File: src/rtl/cdb_arbiter_buffered.sv
// Common Data Bus arbiter: per-source writeback FIFOs feeding one registered
// CDB slot per cycle, granted by fixed priority or round-robin.
module cdb_arbiter_buffered #(
    parameter int XLEN_P    = 32,
    parameter int PREG_W    = 6,
    parameter int NUM_SRC   = 3,
    parameter int BUF_DEPTH = 2,
    parameter int RR_MODE   = 1,
    localparam int SRC_W    = (NUM_SRC > 1) ? $clog2(NUM_SRC) : 1
) (
    input  logic                      clk_i,
    input  logic                      rst_i,
    input  logic [NUM_SRC-1:0]        wb_valid_i,
    output logic [NUM_SRC-1:0]        wb_ready_o,
    input  logic [NUM_SRC*PREG_W-1:0] wb_tag_i,
    input  logic [NUM_SRC*XLEN_P-1:0] wb_data_i,
    input  logic                      flush_i,
    output logic                      cdb_valid_o,
    output logic [PREG_W-1:0]         cdb_tag_o,
    output logic [XLEN_P-1:0]         cdb_data_o,
    output logic [SRC_W-1:0]          cdb_src_o
);

    localparam int PTR_W = $clog2(BUF_DEPTH);
    localparam int CNT_W = $clog2(BUF_DEPTH + 1);

    logic [PREG_W-1:0] tag_mem  [NUM_SRC][BUF_DEPTH];
    logic [XLEN_P-1:0] data_mem [NUM_SRC][BUF_DEPTH];
    logic [PTR_W-1:0]  wr_ptr   [NUM_SRC];
    logic [PTR_W-1:0]  rd_ptr   [NUM_SRC];
    logic [CNT_W-1:0]  count    [NUM_SRC];
    logic [SRC_W-1:0]  rr_ptr;

    logic [NUM_SRC-1:0] ready;
    logic [NUM_SRC-1:0] req;
    logic [NUM_SRC-1:0] push;
    logic [NUM_SRC-1:0] pop;
    logic               gnt_valid;
    logic [SRC_W-1:0]   gnt_idx;
    logic [PREG_W-1:0]  gnt_tag;
    logic [XLEN_P-1:0]  gnt_data;

    assign wb_ready_o = ready;

    // Ready looks only at occupancy, so a full buffer refuses input even when it drains this cycle.
    always_comb begin
        ready = '0;
        req   = '0;
        push  = '0;
        for (int unsigned i = 0; i < NUM_SRC; i++) begin
            ready[i] = (count[i] != CNT_W'(BUF_DEPTH));
            req[i]   = (count[i] != '0);
            push[i]  = wb_valid_i[i] && ready[i] && !flush_i;
        end
    end

    // Candidate order starts at rr_ptr (round-robin) or at source 0 (fixed).
    always_comb begin
        int unsigned idx;
        idx       = 0;
        gnt_valid = 1'b0;
        gnt_idx   = '0;
        gnt_tag   = '0;
        gnt_data  = '0;
        pop       = '0;
        for (int unsigned k = 0; k < NUM_SRC; k++) begin
            if (RR_MODE != 0) begin
                idx = (32'(rr_ptr) + k) % NUM_SRC;
            end else begin
                idx = k;
            end
            for (int unsigned i = 0; i < NUM_SRC; i++) begin
                if (!gnt_valid && (i == idx) && req[i]) begin
                    gnt_valid = 1'b1;
                    gnt_idx   = SRC_W'(i);
                    gnt_tag   = tag_mem[i][rd_ptr[i]];
                    gnt_data  = data_mem[i][rd_ptr[i]];
                    pop[i]    = !flush_i;
                end
            end
        end
    end

    always_ff @(posedge clk_i) begin
        for (int unsigned i = 0; i < NUM_SRC; i++) begin
            if (push[i]) begin
                tag_mem[i][wr_ptr[i]]  <= wb_tag_i[i*PREG_W +: PREG_W];
                data_mem[i][wr_ptr[i]] <= wb_data_i[i*XLEN_P +: XLEN_P];
            end
        end
    end

    always_ff @(posedge clk_i or posedge rst_i) begin
        if (rst_i) begin
            for (int unsigned i = 0; i < NUM_SRC; i++) begin
                wr_ptr[i] <= '0;
                rd_ptr[i] <= '0;
                count[i]  <= '0;
            end
            rr_ptr      <= '0;
            cdb_valid_o <= 1'b0;
            cdb_tag_o   <= '0;
            cdb_data_o  <= '0;
            cdb_src_o   <= '0;
        end else if (flush_i) begin
            for (int unsigned i = 0; i < NUM_SRC; i++) begin
                wr_ptr[i] <= '0;
                rd_ptr[i] <= '0;
                count[i]  <= '0;
            end
            rr_ptr      <= '0;
            cdb_valid_o <= 1'b0;
        end else begin
            for (int unsigned i = 0; i < NUM_SRC; i++) begin
                if (push[i]) begin
                    wr_ptr[i] <= wr_ptr[i] + PTR_W'(1);
                end
                if (pop[i]) begin
                    rd_ptr[i] <= rd_ptr[i] + PTR_W'(1);
                end
                if (push[i] && !pop[i]) begin
                    count[i] <= count[i] + CNT_W'(1);
                end else if (pop[i] && !push[i]) begin
                    count[i] <= count[i] - CNT_W'(1);
                end
            end
            cdb_valid_o <= gnt_valid;
            if (gnt_valid) begin
                cdb_tag_o  <= gnt_tag;
                cdb_data_o <= gnt_data;
                cdb_src_o  <= gnt_idx;
                rr_ptr     <= (gnt_idx == SRC_W'(NUM_SRC - 1)) ? '0 : gnt_idx + SRC_W'(1);
            end
        end
    end

endmodule

File: config.mk
export PLATFORM = sky130hd
export DESIGN_NAME = cdb_arbiter_buffered
export DESIGN_NICKNAME = d
export VERILOG_FILES = /design/src/rtl/cdb_arbiter_buffered.sv
export SDC_FILE = /design/constraint.sdc
export NUM_CORES = 1
export LEC_CHECK = 0
export ABC_AREA = 1
export CELL_PAD_IN_SITES_DETAIL_PLACEMENT = 1
export CELL_PAD_IN_SITES_GLOBAL_PLACEMENT = 1
export CORE_ASPECT_RATIO = 2
export CORE_UTILIZATION = 35
export DETAILED_ROUTE_END_ITERATION = 8
export PLACE_DENSITY_LB_ADDON = 0.1
export SYNTH_ARGS = -nofsm -noshare
export SYNTH_HDL_FRONTEND = slang
export SYNTH_SLANG_ARGS = --single-unit
File: constraint.sdc
create_clock -name clk_i -period 3.4 [get_ports clk_i]
set_input_delay 0.85 -clock clk_i [delete_from_list [all_inputs] [get_ports clk_i]]
set_output_delay 0.85 -clock clk_i [all_outputs]
set_load 0.05 [all_outputs]
* Word-level counts from Yosys, hierarchy flattened
Memory sizes are Yosys's and may differ from the RTL's.
Index checks and enable logic that the tools add are counted.
** Operators by class
- Equal/unequal tests :: 10
- Divide/modulo/power cells :: 3
- Bitwise operators :: 7
- Magnitude comparators :: 9
- $add $sub $neg :: 15
- Multiplexer cells :: 102
- Reduce and logical (&&, ||, !) cells :: 64
** Operators by type and width (count)
- 32-bit two-way mux :: 21
- 64-bit two-way mux :: 3
- 6-bit two-way mux :: 22
- 32-bit demux with 1-bit select :: 3
- 1-bit by 32-bit equality test with 1-bit output, first input constant :: 3
- 2-bit by 32-bit equality test with 1-bit output, first input constant :: 3
- 32-bit zero test :: 3
- 32-bit by 2-bit remainder unit with 32-bit output, second input constant :: 2
- 12-bit two-way mux :: 3
- 1-bit logical AND :: 32
- 2-bit by 2-bit remainder unit with 32-bit output, second input constant :: 1
- 2-bit two-way mux :: 16
- 1-bit two-way mux :: 29
- 2-bit nonzero test :: 10
- 6-bit demux with 1-bit select :: 3
- 1-bit zero test :: 15
- 2-bit greater-or-equal comparator, second input constant :: 6
- 1-bit inverter with 2-bit output :: 6
- 3-bit nonzero test :: 3
- 2-bit by 1-bit adder with 2-bit output, second input constant :: 4
- 1-bit adder, second input constant :: 6
- 2-bit by 1-bit less-than comparator with 1-bit output, second input constant :: 3
- 3-bit two-way mux :: 2
- 2-bit != test, second input constant :: 3
- other kinds (6) :: 8
** Word-level totals
- Input bits :: 120
- Bits in writable memories :: 228
- Memories kept :: 2
- Output and inout bits :: 44
- Flip-flop bits (word level) :: 55
** Memory list
- data_mem :: words 3, bits a word 64, read ports 3, clocked after memory_dff 0, wr ports 3, RTL line 28 : logic [XLEN_P-1:0] data_mem [NUM_SRC][BUF_DEPTH];
- tag_mem :: words 3, bits a word 12, read ports 3, clocked after memory_dff 0, wr ports 3, RTL line 27 : logic [PREG_W-1:0] tag_mem [NUM_SRC][BUF_DEPTH];

* Logic depth before layout (Yosys ltp)
Gate-level depths: netlist of the first run.
- Depth in word-level cells :: 40
- Gate-level depth with buffers :: 16

* Least setup slack after synthesis of the first run
Ideal clock, no wire load.
- Path kind :: input port to flip-flop
- Start point :: input port flush_i
- End point :: memory data_mem[0][128] (netlist name), enable pin
- Library setup time :: 433 ps
- Path buffers :: 1
- Data arrival time :: 2966 ps
- Stages :: 4
- Slack :: 0 ps
- Path through :: inv_1 clkbuf_1 nand2_1 nor2_1
** RTL lines
- start, declared :: RTL line 17 : input logic flush_i,
- end, declared :: RTL line 28

* Worst setup path in the final report of the first run
- Start point :: register count[2] (netlist name)
- End point :: output port wb_ready_o[1]
** On the way
- Cells in the longest elaborated chain, start to end :: 1
** Ends and longest elaborated chain
- start, declared :: RTL line 31 : logic [CNT_W-1:0] count [NUM_SRC];
- start signal, assigned by index :: RTL line 122 : count[i] <= count[i] + CNT_W'(1);
- start signal, assigned by index :: RTL line 124 : count[i] <= count[i] - CNT_W'(1);
- 2-bit != test :: RTL line 51 : ready[i] = (count[i] != CNT_W'(BUF_DEPTH));
- end, declared :: RTL line 14 : output logic [NUM_SRC-1:0] wb_ready_o,
No other way between the ends.

==> key figures, run 1 <==
Run status
  – Status: finished, final reports clean

Floorplanning
  – Starting Density: 35.4%
  – Core outline area: 0.0378 mm^2
  – Num ports: approximately 160
  – FP Rows: 101
  – Die outline height: 278 um
  – Die width: 140 um
  – Area of the die: 0.0391 mm^2

Worst setup path
  – Critical path arrival: between 2000 and 2500 ps
  – Critical Path Source Type: flip-flop
  – Largest driver fanout on the critical path: 5
  – Critical path type: flip-flop to output port
  – Endpoint type of the worst setup path: output port
  – Required time of the critical path: ~2600 ps

GRT
  – Wire length of the first global-routing pass: 65.2 mm
  – GRT Overall Usage: 23.1%
  – Initial antenna violation count: 0
  – Number of global-route vias before repair: between 10000 and 15000
  – Maximum number of pins on one net before global-route repair: 47
  – Aggregate global routing overflow: 0

Power
  – NetSw: 6.97 mW
  – Internal power component: 8.27 mW
  – Switching part of the total power: 45.7%
  – Pleak: approximately 6.9 nW
  – VDD IR-drop max: about 0.00044 V
  – Total chip power: 15.2 mW
  – Sequential share of power: 30.5%
  – Power density over cell area: 921 mW/mm^2
  – Clock share of power: 19.7%
  – Comb pwr share: about half

Place
  – Number of input and output port buffers inserted: 163
  – Routability congestion estimate: between 0.8 and 0.9
  – Placed wire-length estimate: 32.1 mm

Routing
  – Total vias in the final route: 10403
  – Remaining antenna violation count: 0
  – DRC marker count from the first detailed-route iteration: a little over 400
  – Total Wirelength: between 40 and 50 mm
  – Residual DRC count: 0
  – Avg Vias per Cell: between 5 and 6
  – DR WL/cell: 21.3 um
  – 1st-pass router iterations: 4

Clock tree
  – Clock transition at path regs: 70 ps
  – CTS tree: built
  – Number of setup buffers added after CTS: 0
  – Cells resized by post-CTS repair: 0
  – Number of hold buffers added after cts: 0
  – Clock Path Buffers: 3
  – Clock latency reported for the late side of the worst-skew pair: 560 ps
  – Root Buffer Master: sky130_fd_sc_hd__clkbuf_16
  – Number of levels in the clock H-tree: 1
  – Num CTS Buffers: 26
  – Clock Sink Count: 283

Layout
  – Final cell utilization of the core: about 44%
  – Fraction of final layout cells sized beyond drive strength 1: 7.04%
  – Final net count: 1708
  – Antenna cells: 0
  – Synth-to-Final Area Change: 23.7%

STA
  – Final hold slack: just under 500 ps
  – Setup repair after global routing missed its margin: false
  – Number of hold-slack violations in the final timing report: 0
  – Clock period minus final worst setup slack: 2960 ps
  – Setup skew after layout: 15.3 ps
  – Setup TNS: 0 ps
  – Final number of setup-violating endpoints: 0
  – Max-slew violation count: 0
  – Maximum clock frequency: between 300 and 400 MHz
  – Headroom to the max-slew limit: 42.3%
  – Transition time at the pin with the least slew margin: 857 ps
  – Final cycle utilization of the critical path: 87.2%

Logic synthesis
  – Leading area contributor after synthesis: sky130_fd_sc_hd__edfxtp_1
  – Post-synthesis net count: 1553
  – Leading cell types by count after synthesis: sky130_fd_sc_hd__nand2_1 (527), sky130_fd_sc_hd__edfxtp_1 (228), sky130_fd_sc_hd__inv_1 (131)
  – Most frequent cell after synthesis: sky130_fd_sc_hd__nand2_1
  – Ranking of synthesized cells by area: sky130_fd_sc_hd__edfxtp_1 (51%), sky130_fd_sc_hd__nand2_1 (15%), sky130_fd_sc_hd__dfrtp_1 (10%), sky130_fd_sc_hd__nand3_1 (4.1%), sky130_fd_sc_hd__inv_1 (3.7%)
  – Main synth FF type: sky130_fd_sc_hd__edfxtp_1
  – Share of the synthesized area in the top cell type: between 50% and 60%
  – Sequential area share after synthesis: 61.5%
  – Distinct cells, synth: 30
  – Asr flop ratio synth: between 10% and 20%
  – Avg Synthesized Cell Area: just over 9 um^2
  – Flip-flop and latch count after synthesis: 283
  – Post-Syn Area: approximately 0.013 mm^2
  – Synth Instances: 1430
  – Post-synth EDFFs: approximately 230
  – Number of synthesis warnings: 0

Min path
  – Worst hold path type: flip-flop to flip-flop

Flow run
  – Max-cap violations: 0
==> final cells by class <==
class	count	area, um^2
tap	463	579
inverter	137	514
multi-input combinational	940	4370
fill	4317	21200
sequential	283	8230
clock inverter	16	161
timing repair buffer	197	2000
clock buffer	32	704
==> kinds of logic after synthesis <==
family | Yosys count | share of synthesized area (%)
mux | 38 | 2.84
buf+inv | 207 | 6.24
fa+ha+maj | 3 | 0.281
flops | 283 | 61.5
compound gates | 104 | 4.44
simple gates | 795 | 24.7
==> through the flow <==
stage	worst slack, ps	std cells	cell area [um^2]
2_1_floorplan	0.349	1430	13400
3_3_place_gp	553	2020	15700
3_5_place_dp	518	2020	15700
4_1_cts	418	2068	16600
6_report	437	2068	16600
5_1_grt	389	2068	16600
==> state kept, by name, summed over array words and instances, names as in the netlist <==
signal and cells:
cdb_src_o 2, tag_mem 36, cdb_data_o 32, wr_ptr 3
rr_ptr 2, data_mem 192, rd_ptr 3, count 6
cdb_valid_o 1, cdb_tag_o 6
==> worst paths after layout <==
path / startpoint / to / cells after the start / slack [ps]
max reg2reg: rr_ptr[0] / cdb_data_o[23] / 11 / 750
min: cdb_data_o[22] / cdb_data_o[22] / 2 / 480
max: count[2] / wb_ready_o[1] / 3 / 440
min in group asynchronous: rst_i / cdb_data_o[26] / 2 / 670
min reg2reg: cdb_data_o[22] / cdb_data_o[22] / 2 / 480
max in group asynchronous: rst_i / cdb_data_o[0] / 3 / 2100
==> placed cells by master, fill, tap and decap left out, types with 4 or more instances in the layout <==
master / n
sky130_fd_sc_hd__a21oi_1: 15
sky130_fd_sc_hd__edfxtp_1: 228
sky130_fd_sc_hd__nand2_1: 526
sky130_fd_sc_hd__nor2_1: 101
sky130_fd_sc_hd__clkdlybuf4s50_1: 163
sky130_fd_sc_hd__clkinv_4: 4
sky130_fd_sc_hd__nand4_1: 32
sky130_fd_sc_hd__or2_2: 4
sky130_fd_sc_hd__mux2i_1: 38
sky130_fd_sc_hd__buf_12: 9
sky130_fd_sc_hd__clkbuf_16: 27
sky130_fd_sc_hd__nor2_4: 10
sky130_fd_sc_hd__dfrtp_1: 52
sky130_fd_sc_hd__inv_2: 7
sky130_fd_sc_hd__buf_4: 25
sky130_fd_sc_hd__inv_1: 130
sky130_fd_sc_hd__clkbuf_1: 4
sky130_fd_sc_hd__nand3_1: 109
sky130_fd_sc_hd__nand2_2: 5
sky130_fd_sc_hd__o21ai_0: 59
sky130_fd_sc_hd__o21a_1: 22
==> routing by layer <==
metal	GRT usage, %	wire [um]
met1	21.4	14300
met2	46.5	25500
met3	1.94	1090
met4	15.4	3020
met5	0	0
==> worst max-delay path, cell delays in order, from the launching register on <==
cell	delay, ps
sky130_fd_sc_hd__dfrtp_1	490
sky130_fd_sc_hd__inv_2	80
sky130_fd_sc_hd__nand2_1	150
sky130_fd_sc_hd__clkdlybuf4s50_1	840
==> power groups by stage <==
| stage | clock, mW | combinational (mW) | sequential [mW] |
|---|---|---|---|
| finish | 3.00 | 7.60 | 4.64 |
| floorplan | 0 | 4.39 | 5.32 |
| detailed placement | 0 | 7.71 | 4.73 |
| global route | 3.17 | 8.44 | 4.69 |
| global placement | 0 | 7.58 | 4.71 |
| CTS | 3.08 | 7.73 | 4.66 |
No activity file was read; power rests on OpenSTA's default activity.
==> run 2, diff against run 1 <==
--- a/config.mk
+++ b/config.mk
@@ -10,6 +10,7 @@
 export CELL_PAD_IN_SITES_GLOBAL_PLACEMENT = 1
 export CORE_ASPECT_RATIO = 2
 export CORE_UTILIZATION = 35
+export CTS_CLUSTER_DIAMETER = 60
 export DETAILED_ROUTE_END_ITERATION = 8
 export PLACE_DENSITY_LB_ADDON = 0.1
 export SYNTH_ARGS = -nofsm -noshare
==> run 2 against run 1 <==
Compared with the run above: global-route usage down 0.12 points; routed wire length down 0.22%; highest routed layer unchanged; fmax up 0.99%; final cell count about the same; sequential power about the same; setup slack better by 29 ps; largest power group unchanged; utilization up 0.17 points; worst hold slack worse by 0.94 ps; clock-buffer cell count down 1; critical endpoint unchanged.
==> key figures, run 2 (synthesized netlist as in run 1, its figures left out) <==
Worst setup path
  – Critical path arrival: 2080 ps
  – Endpoint type of the worst setup path: output port
  – Required time of the critical path: between 2000 and 3000 ps
  – Worst path bufs/invs: 2
  – Cell-by-cell trace of the critical path: inv_2 > nand2_1 > clkdlybuf4s50_1
  – Critical Path Source Type: flip-flop
  – Largest delay share family, worst path: buffers and inverters
  – CP max-delay cell: sky130_fd_sc_hd__clkdlybuf4s50_1
  – Max incr delay on CP: 840 ps
  – Critical path type: flip-flop to output port
  – Largest driver fanout on the critical path: 5

STA
  – Final cycle utilization of the critical path: 86.3%
  – Setup skew after layout: about 21 ps
  – Max-slew violation count: 0
  – Final hold slack: 481 ps
  – Number of hold-slack violations in the final timing report: 0
  – Transition time at the pin with the least slew margin: ~770 ps
  – Maximum clock frequency: 341 MHz
  – Setup TNS: 0 ps
  – Headroom to the max-slew limit: 46.9%
  – Setup repair after global routing missed its margin: false
  – Final number of setup-violating endpoints: 0
  – Clock period minus final worst setup slack: approximately 3000 ps

Floorplanning
  – Die outline height: 278 um
  – Core outline area: 0.0378 mm^2
  – Die width: 140 um
  – Starting Density: ~35%
  – FP Rows: 101
  – Num ports: 164
  – Area of the die: 0.0391 mm^2

Layout
  – Fraction of final layout cells sized beyond drive strength 1: 7.35%
  – Most common cell after layout, fill and taps aside: sky130_fd_sc_hd__nand2_1
  – Final net count: 1709
  – Number of fillers in the final layout: 4305
  – Commonest cells after routing, fill and taps aside: sky130_fd_sc_hd__nand2_1 (526), sky130_fd_sc_hd__edfxtp_1 (228), sky130_fd_sc_hd__clkdlybuf4s50_1 (163)
  – Final Cell Area: about 0.017 mm^2
  – Synth-to-Final Area Change: 24.2%
  – Antenna cells: 0
  – Flip-flop count of the largest register after layout: 192

Power
  – Internal power component: between 8 and 9 mW
  – Comb pwr share: 49.4%
  – VDD IR-drop max: 0.000536 V
  – Power density over cell area: 928 mW/mm^2
  – Sequential share of power: approximately 30%
  – Pleak: 6.95 nW
  – Clock share of power: around a fifth
  – NetSw: 6.98 mW
  – Switching part of the total power: 45.3%

Place
  – Number of input and output port buffers inserted: 163
  – Placed wire-length estimate: between 30 and 40 mm
  – Routability congestion estimate: 0.854
  – Placed instance area: 0.0157 mm^2

Clock tree
  – Clock Sink Count: roughly 280
  – Number of levels in the clock H-tree: 1
  – Cells resized by post-CTS repair: 0
  – Num CTS Buffers: 27
  – Root Buffer Master: sky130_fd_sc_hd__clkbuf_16
  – Clock latency reported for the late side of the worst-skew pair: between 500 and 600 ps
  – Number of hold buffers added after cts: 0
  – Clock transition at path regs: 80 ps
  – Clock Path Buffers: 3
  – Number of setup buffers added after CTS: 0
  – CTS tree: built

Run status
  – Status: finished, final reports clean

GRT
  – Wire length of the first global-routing pass: between 60 and 70 mm
  – GRT Overall Usage: 22.9%
  – Aggregate global routing overflow: 0
  – Maximum number of pins on one net before global-route repair: 47
  – Initial antenna violation count: 0
  – Number of global-route vias before repair: approximately 11000

Flow run
  – Max-cap violations: 0

Routing
  – Total vias in the final route: 10376
  – 1st-pass router iterations: 4
  – Residual DRC count: 0
  – Total Wirelength: 43.8 mm
  – DRC marker count from the first detailed-route iteration: 414
  – DR WL/cell: between 20 and 25 um
  – Remaining antenna violation count: 0
  – Avg Vias per Cell: 5.01

Min path
  – Worst hold path type: flip-flop to flip-flop
==> run 2: changes by cell type in the layout (fill, tap and decap cells not counted), sizes merged <==
cell	delta
inv	-1
clkbuf	-1
bufinv	+2
clkinv	-1
clkinvlp	+2
==> run 2: metrics by stage <==
stage          total power [mW]  cells  setup slack [ps]  util (%)
2_1_floorplan              9.71   1430             0.349         -
3_3_place_gp               12.3   2020               553      41.5
3_5_place_dp               12.4   2020               518      41.5
4_1_cts                    15.6   2069               441      44.0
5_1_grt                    16.5   2069               402      44.0
6_report                   15.4   2069               466      44.0
==> run 2: worst reg2reg max path, delay by kind of cell, from the launching register on <==
kind / cells / cell delay, ps
simple gates: 7 / 1030
compound gates: 1 / 240
flops: 1 / 370
buf+inv: 2 / 570
fa+ha+maj: 1 / 400
==> run 2: path summary, 6_finish.rpt <==
kind | startpoint | to | slack, ps | cells past startpoint
min | cdb_data_o[22] | cdb_data_o[22] | 480 | 2
max | count[2] | wb_ready_o[1] | 470 | 3
min reg2reg | cdb_data_o[22] | cdb_data_o[22] | 480 | 2
max reg2reg | rr_ptr[0] | cdb_data_o[12] | 730 | 11
min in group asynchronous | rst_i | cdb_data_o[25] | 690 | 2
max in group asynchronous | rst_i | rd_ptr[1] | 2080 | 3
==> run 2: routing by layer <==
layer	wire [um]	share of wire, %	track usage (%)	vias to the layer above
met5	0	0	0	-
met4	2860	6.5	14.5	0
met3	1150	2.6	1.84	72
met2	25500	58	46.6	215
met1	14300	33	21.4	5097
li1	-	-	-	4992
==> run 2: final cells by class <==
type | instances | area, um^2 | area share, %
clock inverters | 18 | 219 | 1.32
inverters | 137 | 514 | 3.09
multi-input cells | 940 | 4370 | 26.3
flip-flops and latches | 283 | 8230 | 49.5
clock buffers | 31 | 711 | 4.28
well taps | 463 | 579 | 3.49
repair buffers | 197 | 2000 | 12.0
==> run 2: power groups by stage <==
stage | registers [mW] | logic (mW) | clock network [mW]
2_1_floorplan | 5.32 | 4.39 | 0
3_3_place_gp | 4.71 | 7.58 | 0
3_5_place_dp | 4.73 | 7.71 | 0
4_1_cts | 4.66 | 7.73 | 3.24
5_1_grt | 4.69 | 8.44 | 3.33
6_report | 4.64 | 7.62 | 3.17
